### config.mk
export PLATFORM = sky130hd
export DESIGN_NAME = mult_div_unit
export DESIGN_NICKNAME = d
export VERILOG_FILES = /design/src/rtl/mult_div_unit.sv
export SDC_FILE = /design/constraint.sdc
export NUM_CORES = 1
export LEC_CHECK = 0
export BUFFER_PORTS_ARGS = -buffer_cell sky130_fd_sc_hd__buf_2
export CAP_MARGIN = 15
export CORE_MARGIN = 2
export CORE_UTILIZATION = 29
export DETAILED_ROUTE_END_ITERATION = 10
export SYNTH_ARGS = -nofsm -noshare
export SYNTH_HDL_FRONTEND = slang
export SYNTH_SLANG_ARGS = --single-unit
export TNS_END_PERCENT = 100
### constraint.sdc
create_clock -name clk -period 13.3 [get_ports clk]
set_clock_uncertainty 0.05 [all_clocks]
set_input_delay 0.665 -clock clk [delete_from_list [all_inputs] [get_ports clk]]
set_output_delay 0.665 -clock clk [all_outputs]
set_load 0.05 [all_outputs]
### src/rtl/mult_div_unit.sv
// Iterative signed multiply/divide unit: radix-2 Booth multiply, restoring divide on
// magnitudes with a final sign-fix step. Results are held in the Hi/Lo registers.
module mult_div_unit #(
    parameter int WIDTH = 32
) (
    input  logic             clk,
    input  logic             reset,
    input  logic             start,
    input  logic [1:0]       op,
    input  logic [WIDTH-1:0] a,
    input  logic [WIDTH-1:0] b,
    output logic [WIDTH-1:0] hi,
    output logic [WIDTH-1:0] lo,
    output logic             busy,
    output logic             done,
    output logic             div_zero,
    output logic [2:0]       state_dbg
);
    // Handshake: start is accepted only in IDLE, outside the done cycle, with op MULT or
    // DIV; a/b are captured on that edge. done pulses once, hi/lo/div_zero valid from then.
    typedef enum logic [2:0] {
        IDLE     = 3'd0,
        MULT_RUN = 3'd1,
        DIV_RUN  = 3'd2,
        DIV_FIX  = 3'd3,
        FINISH   = 3'd4
    } state_t;

    typedef enum logic [1:0] {
        SEL_NONE = 2'd0,
        SEL_MULT = 2'd1,
        SEL_DIV  = 2'd2
    } sel_t;

    localparam logic [1:0]       OP_MULT  = 2'b01;
    localparam logic [1:0]       OP_DIV   = 2'b10;
    localparam int               CW       = $clog2(WIDTH) + 1;
    localparam logic [CW-1:0]    CNT_ONE  = CW'(1);
    localparam logic [CW-1:0]    CNT_LAST = CW'(WIDTH - 1);
    localparam logic [WIDTH-1:0] ONE      = WIDTH'(1);

    state_t               state_q, state_d;
    sel_t                 sel_q, sel_d;
    logic [CW-1:0]        cnt_q, cnt_d;
    logic [2*WIDTH:0]     p_q, p_d;
    logic [WIDTH-1:0]     m_q, m_d;
    logic [WIDTH-1:0]     rem_q, rem_d;
    logic [WIDTH-1:0]     quot_q, quot_d;
    logic [WIDTH-1:0]     dvs_q, dvs_d;
    logic                 sq_q, sq_d;
    logic                 sr_q, sr_d;
    logic [WIDTH-1:0]     hi_q, hi_d;
    logic [WIDTH-1:0]     lo_q, lo_d;
    logic                 dz_q, dz_d;
    logic                 done_q, done_d;

    logic                 accept;
    logic [WIDTH-1:0]     a_mag, b_mag;
    logic [WIDTH:0]       upper_ext, m_ext, booth_sum;
    logic [WIDTH:0]       rem_sh, trial;

    assign accept = (state_q == IDLE) && start && !done_q && ((op == OP_MULT) || (op == OP_DIV));

    // Magnitudes as unsigned values, so the most negative operand maps to 2^(WIDTH-1).
    assign a_mag = a[WIDTH-1] ? (~a + ONE) : a;
    assign b_mag = b[WIDTH-1] ? (~b + ONE) : b;

    // Booth step runs on WIDTH+1 bits so a most-negative multiplicand cannot overflow.
    assign upper_ext = {p_q[2*WIDTH], p_q[2*WIDTH:WIDTH+1]};
    assign m_ext     = {m_q[WIDTH-1], m_q};

    always_comb begin
        case (p_q[1:0])
            2'b01:   booth_sum = upper_ext + m_ext;
            2'b10:   booth_sum = upper_ext - m_ext;
            default: booth_sum = upper_ext;
        endcase
    end

    assign rem_sh = {rem_q, quot_q[WIDTH-1]};
    assign trial  = rem_sh - {1'b0, dvs_q};

    always_ff @(posedge clk) begin
        if (reset) state_q <= IDLE;
        else       state_q <= state_d;
    end

    always_comb begin
        state_d = state_q;
        case (state_q)
            IDLE: begin
                if (accept) begin
                    if (op == OP_MULT)   state_d = MULT_RUN;
                    else if (b == '0)    state_d = FINISH;
                    else                 state_d = DIV_RUN;
                end
            end
            MULT_RUN: if (cnt_q == CNT_LAST) state_d = FINISH;
            DIV_RUN:  if (cnt_q == CNT_LAST) state_d = DIV_FIX;
            DIV_FIX:  state_d = FINISH;
            FINISH:   state_d = IDLE;
            default:  state_d = IDLE;
        endcase
    end

    always_comb begin
        sel_d  = sel_q;
        cnt_d  = cnt_q;
        p_d    = p_q;
        m_d    = m_q;
        rem_d  = rem_q;
        quot_d = quot_q;
        dvs_d  = dvs_q;
        sq_d   = sq_q;
        sr_d   = sr_q;
        hi_d   = hi_q;
        lo_d   = lo_q;
        dz_d   = dz_q;
        done_d = (state_q == FINISH);
        case (state_q)
            IDLE: begin
                if (accept) begin
                    cnt_d = '0;
                    dz_d  = 1'b0;
                    if (op == OP_MULT) begin
                        p_d   = {{WIDTH{1'b0}}, b, 1'b0};
                        m_d   = a;
                        sel_d = SEL_MULT;
                    end else if (b == '0) begin
                        dz_d  = 1'b1;
                        sel_d = SEL_NONE;
                    end else begin
                        sq_d   = a[WIDTH-1] ^ b[WIDTH-1];
                        sr_d   = a[WIDTH-1];
                        rem_d  = '0;
                        quot_d = a_mag;
                        dvs_d  = b_mag;
                        sel_d  = SEL_DIV;
                    end
                end
            end
            MULT_RUN: begin
                p_d   = {booth_sum, p_q[WIDTH:1]};
                cnt_d = cnt_q + CNT_ONE;
            end
            DIV_RUN: begin
                cnt_d = cnt_q + CNT_ONE;
                if (!trial[WIDTH]) begin
                    rem_d  = trial[WIDTH-1:0];
                    quot_d = {quot_q[WIDTH-2:0], 1'b1};
                end else begin
                    rem_d  = rem_sh[WIDTH-1:0];
                    quot_d = {quot_q[WIDTH-2:0], 1'b0};
                end
            end
            DIV_FIX: begin
                quot_d = sq_q ? (~quot_q + ONE) : quot_q;
                rem_d  = sr_q ? (~rem_q + ONE) : rem_q;
            end
            FINISH: begin
                if (sel_q == SEL_MULT) begin
                    hi_d = p_q[2*WIDTH:WIDTH+1];
                    lo_d = p_q[WIDTH:1];
                end else if (sel_q == SEL_DIV) begin
                    hi_d = rem_q;
                    lo_d = quot_q;
                end
            end
            default: ;
        endcase
    end

    always_ff @(posedge clk) begin
        if (reset) begin
            sel_q  <= SEL_NONE;
            cnt_q  <= '0;
            p_q    <= '0;
            m_q    <= '0;
            rem_q  <= '0;
            quot_q <= '0;
            dvs_q  <= '0;
            sq_q   <= 1'b0;
            sr_q   <= 1'b0;
            hi_q   <= '0;
            lo_q   <= '0;
            dz_q   <= 1'b0;
            done_q <= 1'b0;
        end else begin
            sel_q  <= sel_d;
            cnt_q  <= cnt_d;
            p_q    <= p_d;
            m_q    <= m_d;
            rem_q  <= rem_d;
            quot_q <= quot_d;
            dvs_q  <= dvs_d;
            sq_q   <= sq_d;
            sr_q   <= sr_d;
            hi_q   <= hi_d;
            lo_q   <= lo_d;
            dz_q   <= dz_d;
            done_q <= done_d;
        end
    end

    always_comb begin
        busy      = (state_q == MULT_RUN) || (state_q == DIV_RUN) || (state_q == DIV_FIX);
        done      = done_q;
        hi        = hi_q;
        lo        = lo_q;
        div_zero  = dz_q;
        state_dbg = state_q;
    end

endmodule

==> impl_results.html, run 1 <==
<table>
<tr><th>Metric</th><th>Value</th></tr>
<tr><th colspan="2">Synth</th></tr>
<tr><td>Syn_nets</td><td>2464</td></tr>
<tr><td>Synthesized area per cell</td><td>between 7 and 8 um^2</td></tr>
<tr><td>Most frequent cells after synthesis</td><td>301 x sky130_fd_sc_hd__nor2_1, 272 x sky130_fd_sc_hd__dfxtp_1, 217 x sky130_fd_sc_hd__nand2_1</td></tr>
<tr><td>Gate count after technology mapping</td><td>between 2000 and 2500</td></tr>
<tr><td>Netlist area before placement</td><td>about 18000 um^2</td></tr>
<tr><td>Ys flop type</td><td>sky130_fd_sc_hd__dfxtp_1</td></tr>
<tr><td>Synthesis-stage register bit count</td><td>272</td></tr>
<tr><td>Ranking of synthesized cells by area</td><td>sky130_fd_sc_hd__dfxtp_1 30%, sky130_fd_sc_hd__nor2_1 6.3%, sky130_fd_sc_hd__a211oi_1 6.1%</td></tr>
<tr><td>Share of flip-flops with an asynchronous set or reset</td><td>0%</td></tr>
<tr><td>Leading cell type by number of instances after synthesis</td><td>sky130_fd_sc_hd__nor2_1</td></tr>
<tr><td>EDFF count, synth</td><td>0</td></tr>
<tr><td>Yosys warning count</td><td>0</td></tr>
<tr><td>Distinct cell type count of the synthesized netlist</td><td>77</td></tr>
<tr><td>Synth area leader</td><td>sky130_fd_sc_hd__dfxtp_1</td></tr>
<tr><td>Sequential area share after synthesis</td><td>between 30 and 40%</td></tr>
<tr><td>Yosys top cell area share</td><td>slightly above 30%</td></tr>
<tr><th colspan="2">Power and ir drop</th></tr>
<tr><td>Logic gate share of total power</td><td>around two fifths</td></tr>
<tr><td>Sw Share</td><td>38.1%</td></tr>
<tr><td>Leakage Power</td><td>roughly 7.4 nW</td></tr>
<tr><td>Internal power</td><td>approximately 2 mW</td></tr>
<tr><td>Total Power Consumption</td><td>around 3.1 mW</td></tr>
<tr><td>Net switching component of the power</td><td>1.19 mW</td></tr>
<tr><td>Sequential power share</td><td>30.3%</td></tr>
<tr><td>Total power divided by cell area</td><td>153 nW/um^2</td></tr>
<tr><td>Clock share of power</td><td>a little under a third</td></tr>
<tr><td>Worst supply voltage drop on vdd</td><td>between 0.00009 and 0.0001 V</td></tr>
<tr><th colspan="2">Timing</th></tr>
<tr><td>Clock period minus worst slack</td><td>approximately 5.1 ns</td></tr>
<tr><td>Max Clk Rate</td><td>194 MHz</td></tr>
<tr><td>Final count of pins violating max slew</td><td>0</td></tr>
<tr><td>Final-layout setup total negative slack</td><td>0 ns</td></tr>
<tr><td>Worst-margin pin slew</td><td>1.18 ns</td></tr>
<tr><td>Share of the cycle needed by the critical path after routing</td><td>slightly below 40%</td></tr>
<tr><td>Setup-failing EPs final</td><td>0</td></tr>
<tr><td>Hold Worst Slack</td><td>0.367 ns</td></tr>
<tr><td>Final hold violation count</td><td>0</td></tr>
<tr><td>Unrepaired setup endpoints after global routing</td><td>false</td></tr>
<tr><td>Worst rel slew slack</td><td>20.8%</td></tr>
<tr><th colspan="2">Run</th></tr>
<tr><td>Max-cap violations</td><td>0</td></tr>
<tr><th colspan="2">GRT</th></tr>
<tr><td>Grt total ovfl</td><td>0</td></tr>
<tr><td>Vias in the first global route</td><td>15525</td></tr>
<tr><td>Maximum number of pins on one net before global-route repair</td><td>99</td></tr>
<tr><td>Antenna violations before repair</td><td>5</td></tr>
<tr><td>Wire length of the first global-routing pass</td><td>a little over 90000 um</td></tr>
<tr><td>Total routing resource utilization after global routing</td><td>a little under a fifth</td></tr>
<tr><th colspan="2">Finish</th></tr>
<tr><td>FF/Latch Area</td><td>roughly 5400 um^2</td></tr>
<tr><td>Synth-to-layout area growth</td><td>14.0%</td></tr>
<tr><td>Nets</td><td>roughly 2500</td></tr>
<tr><td>Area of the multi-input gates</td><td>between 10000 and 15000 um^2</td></tr>
<tr><td>Fraction of layout instances using a drive strength above 1</td><td>between 10% and 20%</td></tr>
<tr><td>Final standard cell area without fillers</td><td>about 21000 um^2</td></tr>
<tr><td>Non-filler instance count after layout</td><td>between 3000 and 4000</td></tr>
<tr><td>Number of fill cells</td><td>6636</td></tr>
<tr><th colspan="2">Clock tree</th></tr>
<tr><td>Hold buffer count at CTS</td><td>0</td></tr>
<tr><td>Clock slew at reported path FFs</td><td>0.06 ns</td></tr>
<tr><td>Clock Latency Late Sink</td><td>around 0.54 ns</td></tr>
<tr><td>Level count of the clock H-tree</td><td>2</td></tr>
<tr><td>Post-cts gate resize count</td><td>0</td></tr>
<tr><td>CTS buffer count</td><td>35</td></tr>
<tr><td>Buffer depth of the longest clock path</td><td>3</td></tr>
<tr><td>Cell at the root of the clock tree</td><td>sky130_fd_sc_hd__clkbuf_16</td></tr>
<tr><td>CTS sink cnt</td><td>between 200 and 300</td></tr>
<tr><td>Post-CTS setup buffers</td><td>0</td></tr>
<tr><td>CTS tree</td><td>yes</td></tr>
<tr><th colspan="2">Floorplanning</th></tr>
<tr><td>Number of top-level pins</td><td>roughly 140</td></tr>
<tr><td>Floorplan row count</td><td>~90</td></tr>
<tr><td>Die Wd</td><td>between 200 and 300 um</td></tr>
<tr><td>Starting density of the core</td><td>~29%</td></tr>
<tr><td>Core area</td><td>roughly 62000 um^2</td></tr>
<tr><td>Die outline area</td><td>roughly 64000 um^2</td></tr>
<tr><td>Die Ht</td><td>253 um</td></tr>
<tr><th colspan="2">Hold path</th></tr>
<tr><td>Class of the tightest hold or removal check</td><td>input pin to register</td></tr>
<tr><th colspan="2">Outcome</th></tr>
<tr><td>Outcome</td><td>finished, final reports clean</td></tr>
<tr><th colspan="2">Setup path</th></tr>
<tr><td>Startpoint kind of the worst setup timing path</td><td>register</td></tr>
<tr><td>Sort of element at the end of the critical path</td><td>register</td></tr>
<tr><td>Critical path's slowest cell</td><td>sky130_fd_sc_hd__nor4_1</td></tr>
<tr><td>Sequence of cells on the critical path</td><td>or3_1 &gt; or3_1 &gt; nor4_1 &gt; and2_1 &gt; nand3b_1 &gt; nor2b_1 &gt; xnor2_1 &gt; ha_1 &gt; a21oi_1 &gt; o21ai_0 &gt; a2111o_1 &gt; a311oi_1 &gt; a31oi_1 &gt; nand3_1 &gt; a41oi_1 &gt; a31o_2 &gt; nand2_1 &gt; a21oi_1</td></tr>
<tr><td>Arrival time at the worst endpoint</td><td>about 5.5 ns</td></tr>
<tr><td>Kind of critical path</td><td>register to register</td></tr>
<tr><td>Worst endpoint required time</td><td>~14 ns</td></tr>
<tr><td>CP max FO</td><td>8</td></tr>
<tr><td>Largest stage delay on the critical path</td><td>~0.45 ns</td></tr>
<tr><th colspan="2">Drt</th></tr>
<tr><td>Via count of the routed design</td><td>about 17000</td></tr>
<tr><td>Routed length per placed instance</td><td>~19 um</td></tr>
<tr><td>Violation count after the first detailed-routing iteration</td><td>approximately 1600</td></tr>
<tr><td># DRC</td><td>0</td></tr>
<tr><td>Vias per Instance</td><td>between 5 and 6</td></tr>
<tr><td>Post-route antenna net violation count</td><td>0</td></tr>
<tr><td>Router iterations before antenna repair</td><td>7</td></tr>
<tr><td>Drt total wl</td><td>around 60000 um</td></tr>
<tr><th colspan="2">Place</th></tr>
<tr><td>Dpl cells</td><td>around 3200</td></tr>
<tr><td>Buffers on Ports</td><td>about 140</td></tr>
<tr><td>Placer Congestion</td><td>roughly 0.9</td></tr>
<tr><td>Dpl cell area</td><td>between 15000 and 20000 um^2</td></tr>
<tr><td>Half-perimeter wire length of the detailed placement result</td><td>45000 um</td></tr>
</table>
## per-stage QoR
step	worst slack (ns)	util, %
2_1_floorplan	8.95	-
6_report	8.16	33.4
3_5_place_dp	8.25	31.5
4_1_cts	8.23	33.4
3_3_place_gp	8.29	31.5
5_1_grt	7.75	33.4
## cells in the final DEF (no fill, tap or decap), drive strengths merged, types with 8 or more instances in the layout
cell    count
a211oi    146
o41ai       8
nor3       71
nor2      301
o311ai      8
a21o       25
mux2i     109
ha         73
o21ai     107
a22oi      30
and3        9
buf       162
a221oi     15
a222oi     17
xnor2     105
mux2       18
and2       10
nor4       18
a21oi     172
a311oi     14
o31ai      26
clkbuf     50
dfxtp     272
o211ai     26
nand2b     23
nor2b      15
or4        22
nand2     217
nand3      22
or3        22
o22ai      16
inv        74
or2        13
o21bai      8
a31oi      18
xor2       47
nand4      13
## kinds of logic (layout without fill, tap and decap cells)
family	Yosys count	after routing	share of synthesized area [%]
AO/OA/AOI/OAI	680	680	25.1
XOR/XNOR	152	152	7.43
adder cells (fa/ha/maj)	75	75	5.29
buffers and inverters	233	295	4.87
flip-flops	272	272	30.2
multiplexers	127	127	7.18
other	0	2	0
AND/OR/NAND/NOR	781	781	19.9
## power groups by stage
stage,logic [mW],registers [mW],clock network (mW)
finish,1.23,0.951,0.952
floorplan,0.960,0.928,0
global placement,1.22,0.968,0
detailed placement,1.22,0.968,0
global route,1.37,0.959,1.00
CTS,1.23,0.950,0.970
## final timing paths
path | startpoint | to | slack, ns | cells past startpoint
max | m_q[2] | p_q[64] | 8.16 | 18
min | a[29] | m_q[29] | 0.37 | 3
min reg2reg | sel_q[1] | sel_q[1] | 0.41 | 2
max reg2reg | m_q[2] | p_q[64] | 8.16 | 18
## cell type report
| class | instances | area share (%) |
|---|---|---|
| repair buffers | 163 | 4.32 |
| well taps | 837 | 5.09 |
| flip-flops and latches | 272 | 26.5 |
| clock buffers | 49 | 4.91 |
| multi-input cells | 1815 | 57.2 |
| inverters | 72 | 1.31 |
| clock inverters | 11 | 0.597 |
| diodes | 2 | 0.0243 |
## metal layers
layer	vias up	GRT usage (%)	wire, um
met3	95	2.54	3110
met2	446	29.4	27200
li1	8575	-	-
met1	8081	25.7	28500
met5	-	0	21
met4	4	5.58	1700
## sequential cells by signal (all words and copies together), names as in the netlist, 2 cells and up
name / flops
dvs_q: 32
quot_q: 32
cnt_q: 6
state_dbg: 3
rem_q: 32
p_q: 65
m_q: 32
hi: 32
lo: 32
sel_q: 2
## worst max-delay path: cells and delay by family (launching register included)
kind                       cells  cell delay (ns)
xor gates and xnor gates       1             0.15
adders and majority gates      1             0.38
DFF                            1             0.35
AOI/OAI and AO/OA              8             1.94
and+or+nand+nor                8             2.08
Note: power is estimated with default switching activity, not from simulation.
==> run 2: changes to the inputs <==
==> constraint.sdc (replaced) <==
create_clock -name clk -period 4.6 [get_ports clk]
set_clock_uncertainty 0.05 [all_clocks]
set_input_delay 0.23 -clock clk [delete_from_list [all_inputs] [get_ports clk]]
set_output_delay 0.23 -clock clk [all_outputs]
set_load 0.05 [all_outputs]
==> run 2 against run 1 <==
  * Flip-flop and latch count is the same
  * Sequential share of layout area shrank 0.89 points
  * Worst hold slack lost 0.35 ns
  * Clock-buffer cell count is the same
  * Largest cell class unchanged
  * Via count grew 1.2%
  * Register-to-register slack lost 8.0 ns
  * Fmax grew 17%
  * Sequential power grew to 2.9 times the previous value
  * Highest routed layer is now met4
  * Final area grew 3.5%
  * Largest power group unchanged
  * Setup slack lost 8.0 ns
  * Critical path depth is the same
  * Wire length shrank 0.82%
  * Critical path type unchanged
==> impl_results.html, run 2 (synthesis gave the netlist of run 1 again) <==
<table>
<tr><th>Metric</th><th>Value</th></tr>
<tr><th colspan="2">Timing</th></tr>
<tr><td>Worst rel slew slack</td><td>between 30% and 40%</td></tr>
<tr><td>Final hold violation count</td><td>0</td></tr>
<tr><td>Hold Worst Slack</td><td>roughly 0.019 ns</td></tr>
<tr><td>Final-layout setup total negative slack</td><td>0 ns</td></tr>
<tr><td>Share of the cycle needed by the critical path after routing</td><td>95.7%</td></tr>
<tr><td>Final setup slack of the worst path</td><td>0.198 ns</td></tr>
<tr><td>Clock period minus worst slack</td><td>between 4 and 5 ns</td></tr>
<tr><td>Worst-margin pin slew</td><td>1.02 ns</td></tr>
<tr><td>Final count of pins violating max slew</td><td>0</td></tr>
<tr><td>Setup-failing EPs final</td><td>0</td></tr>
<tr><td>Max Clk Rate</td><td>227 MHz</td></tr>
<tr><th colspan="2">Clock tree</th></tr>
<tr><td>Cell at the root of the clock tree</td><td>sky130_fd_sc_hd__clkbuf_16</td></tr>
<tr><td>CTS tree</td><td>yes</td></tr>
<tr><td>Buffer depth of the longest clock path</td><td>3</td></tr>
<tr><td>CTS buffer count</td><td>35</td></tr>
<tr><td>Clock slew at reported path FFs</td><td>~0.060 ns</td></tr>
<tr><td>CTS sink cnt</td><td>~270</td></tr>
<tr><td>Level count of the clock H-tree</td><td>2</td></tr>
<tr><td>Clock Latency Late Sink</td><td>0.55 ns</td></tr>
<tr><th colspan="2">Floorplanning</th></tr>
<tr><td>Die Wd</td><td>253 um</td></tr>
<tr><td>Number of top-level pins</td><td>139</td></tr>
<tr><td>Starting density of the core</td><td>between 20 and 30%</td></tr>
<tr><td>Core area</td><td>between 60000 and 70000 um^2</td></tr>
<tr><td>Die outline area</td><td>roughly 64000 um^2</td></tr>
<tr><td>Floorplan row count</td><td>91</td></tr>
<tr><td>Die Ht</td><td>about 250 um</td></tr>
<tr><th colspan="2">Finish</th></tr>
<tr><td>Nets</td><td>about 2600</td></tr>
<tr><td>Largest reg by FF count</td><td>p_q</td></tr>
<tr><td>Fraction of layout instances using a drive strength above 1</td><td>a little over an eighth</td></tr>
<tr><td>Most frequent standard cell in the layout excluding fill and tap cells</td><td>sky130_fd_sc_hd__nor2_1</td></tr>
<tr><td>Utilization after layout</td><td>about a third</td></tr>
<tr><td>Synth-to-layout area growth</td><td>18.0%</td></tr>
<tr><td>Final standard cell area without fillers</td><td>roughly 21000 um^2</td></tr>
<tr><td>Most used cells in the layout excluding fill and tap cells</td><td>299 x sky130_fd_sc_hd__nor2_1, 271 x sky130_fd_sc_hd__dfxtp_1, 217 x sky130_fd_sc_hd__nand2_1, 169 x sky130_fd_sc_hd__a21oi_1, 146 x sky130_fd_sc_hd__a211oi_1</td></tr>
<tr><td>Largest register FFs</td><td>65</td></tr>
<tr><th colspan="2">Setup path</th></tr>
<tr><td>Largest stage delay on the critical path</td><td>between 0.4 and 0.5 ns</td></tr>
<tr><td>Kind of critical path</td><td>register to register</td></tr>
<tr><td>Kind of cell adding the most delay to the critical path</td><td>simple AND/OR/NAND/NOR gates</td></tr>
<tr><td>Worst endpoint required time</td><td>4.94 ns</td></tr>
<tr><td>Startpoint kind of the worst setup timing path</td><td>register</td></tr>
<tr><td>Arrival time at the worst endpoint</td><td>between 4 and 5 ns</td></tr>
<tr><td>Sort of element at the end of the critical path</td><td>register</td></tr>
<tr><td>Endpoint of the most critical setup path</td><td>p_q[64]</td></tr>
<tr><td>Reg-to-Reg End</td><td>p_q[64]</td></tr>
<tr><td>Most used cell along the critical path</td><td>sky130_fd_sc_hd__or3_4</td></tr>
<tr><td>R2R Setup Slk</td><td>~0.20 ns</td></tr>
<tr><td>Worst Setup SP</td><td>m_q[3]</td></tr>
<tr><td>Number of cells on the critical path</td><td>18</td></tr>
<tr><td>Sequence of cells on the critical path</td><td>or3_4 &gt; or3_4 &gt; nor4_4 &gt; and2_4 &gt; nand3b_1 &gt; nor2b_1 &gt; xnor2_1 &gt; ha_1 &gt; a21oi_2 &gt; o21ai_0 &gt; a2111o_1 &gt; a311oi_2 &gt; a31oi_2 &gt; nand3_1 &gt; a41oi_1 &gt; a31o_2 &gt; nand2_1 &gt; a21oi_1</td></tr>
<tr><td>Reg-to-reg startpoint</td><td>m_q[3]</td></tr>
<tr><td>Cell count of the worst reg-to-reg path</td><td>18</td></tr>
<tr><td>Count of buffer and inverter cells on the critical path</td><td>0</td></tr>
<tr><td>CP max FO</td><td>4</td></tr>
<tr><td>Critical path's slowest cell</td><td>sky130_fd_sc_hd__a2111o_1</td></tr>
<tr><th colspan="2">GRT</th></tr>
<tr><td>Vias in the first global route</td><td>around 16000</td></tr>
<tr><td>Wire length of the first global-routing pass</td><td>between 90000 and 100000 um</td></tr>
<tr><td>Total routing resource utilization after global routing</td><td>18.3%</td></tr>
<tr><td>Grt total ovfl</td><td>0</td></tr>
<tr><td>Maximum number of pins on one net before global-route repair</td><td>142</td></tr>
<tr><td>Antenna violations before repair</td><td>1</td></tr>
<tr><th colspan="2">Outcome</th></tr>
<tr><td>Outcome</td><td>finished, final reports clean</td></tr>
<tr><th colspan="2">Drt</th></tr>
<tr><td>Vias per Instance</td><td>around 5.3</td></tr>
<tr><td>Violation count after the first detailed-routing iteration</td><td>around 1300</td></tr>
<tr><td>Post-route antenna net violation count</td><td>0</td></tr>
<tr><td>Drt total wl</td><td>about 60000 um</td></tr>
<tr><td>Routed length per placed instance</td><td>approximately 18 um</td></tr>
<tr><td># DRC</td><td>0</td></tr>
<tr><td>Router iterations before antenna repair</td><td>8</td></tr>
<tr><td>Via count of the routed design</td><td>about 17000</td></tr>
<tr><th colspan="2">Run</th></tr>
<tr><td>Max-cap violations</td><td>0</td></tr>
<tr><th colspan="2">Place</th></tr>
<tr><td>Buffers on Ports</td><td>~140</td></tr>
<tr><td>Half-perimeter wire length of the detailed placement result</td><td>around 45000 um</td></tr>
<tr><td>Worst Setup Slack post-DPL</td><td>between 0.03 and 0.04 ns</td></tr>
<tr><td>Dpl cell area</td><td>between 15000 and 20000 um^2</td></tr>
<tr><td>Placer Congestion</td><td>about 0.89</td></tr>
<tr><th colspan="2">Power and ir drop</th></tr>
<tr><td>Worst supply voltage drop on vdd</td><td>approximately 0.00036 V</td></tr>
<tr><td>Leakage Power</td><td>7.75 nW</td></tr>
<tr><td>Total power divided by cell area</td><td>about 440 nW/um^2</td></tr>
<tr><th colspan="2">Hold path</th></tr>
<tr><td>Class of the tightest hold or removal check</td><td>input pin to register</td></tr>
</table>
## run 2: final cells by class
cell class / instances / area (um^2)
inverter: 72 / 270
fill: 6582 / 40300
clock inverter: 13 / 170
clock buffer: 49 / 1040
multi-input combinational: 1815 / 11900
timing repair buffer: 223 / 1440
tap: 837 / 1050
sequential: 272 / 5450
antenna: 1 / 2.50
## run 2: what timing repair did
action | 4_1_cts | 5_1_grt
buffers inserted | 0 | 1
resized for setup | 0 | 15
hold buffers | 27 | 0
hold endpoints to repair | 27 | 0
setup endpoints to repair | 0 | 4
## run 2: worst register-to-register path, stage by stage (launching register included)
cell and delay [ns]:
sky130_fd_sc_hd__dfxtp_1 0.34, sky130_fd_sc_hd__or3_4 0.40, sky130_fd_sc_hd__or3_4 0.36, sky130_fd_sc_hd__nor4_4 0.25, sky130_fd_sc_hd__and2_4 0.20, sky130_fd_sc_hd__nand3b_1 0.08, sky130_fd_sc_hd__nor2b_1 0.16, sky130_fd_sc_hd__xnor2_1 0.27
sky130_fd_sc_hd__ha_1 0.32, sky130_fd_sc_hd__a21oi_2 0.16, sky130_fd_sc_hd__o21ai_0 0.10, sky130_fd_sc_hd__a2111o_1 0.45, sky130_fd_sc_hd__a311oi_2 0.30, sky130_fd_sc_hd__a31oi_2 0.16, sky130_fd_sc_hd__nand3_1 0.14, sky130_fd_sc_hd__a41oi_1 0.15
sky130_fd_sc_hd__a31o_2 0.27, sky130_fd_sc_hd__nand2_1 0.06, sky130_fd_sc_hd__a21oi_1 0.06
## run 2: routing by layer
metal	wire, um	vias up	track usage [%]
met5	0	-	0
met4	1610	0	5.49
met3	2770	90	2.25
met2	27500	430	29.5
met1	28200	8193	25.2
li1	-	8699	-
## run 2: report_power, final
group          total, mW  switching [mW]  internal (mW)
Clock               2.87            1.12           1.76
Sequential          2.74           0.235           2.50
Combinational       3.71            2.14           1.58
Total               9.33            3.49           5.84
## run 2: worst min path at each step
stage / slack (ns) / depth (start not counted) / start / endpoint
final: 0.02 / 3 / a[11] / m_q[11]
after global routing: 0.03 / 3 / a[11] / m_q[11]
after CTS: 0.003 / 3 / a[23] / m_q[23]
after detailed placement: 0.41 / 2 / sel_q[1] / sel_q[1]
after global placement: 0.40 / 2 / sel_q[1] / sel_q[1]
after floorplan: 0.32 / 2 / b[0] / dvs_q[0]
## run 2: through the flow
step | total power [mW] | instances
after global routing | 9.88 | 3281
after global placement | 6.41 | 3191
after detailed placement | 6.42 | 3191
after floorplan | 5.46 | 2320
after CTS | 9.33 | 3280
final | 9.33 | 3282
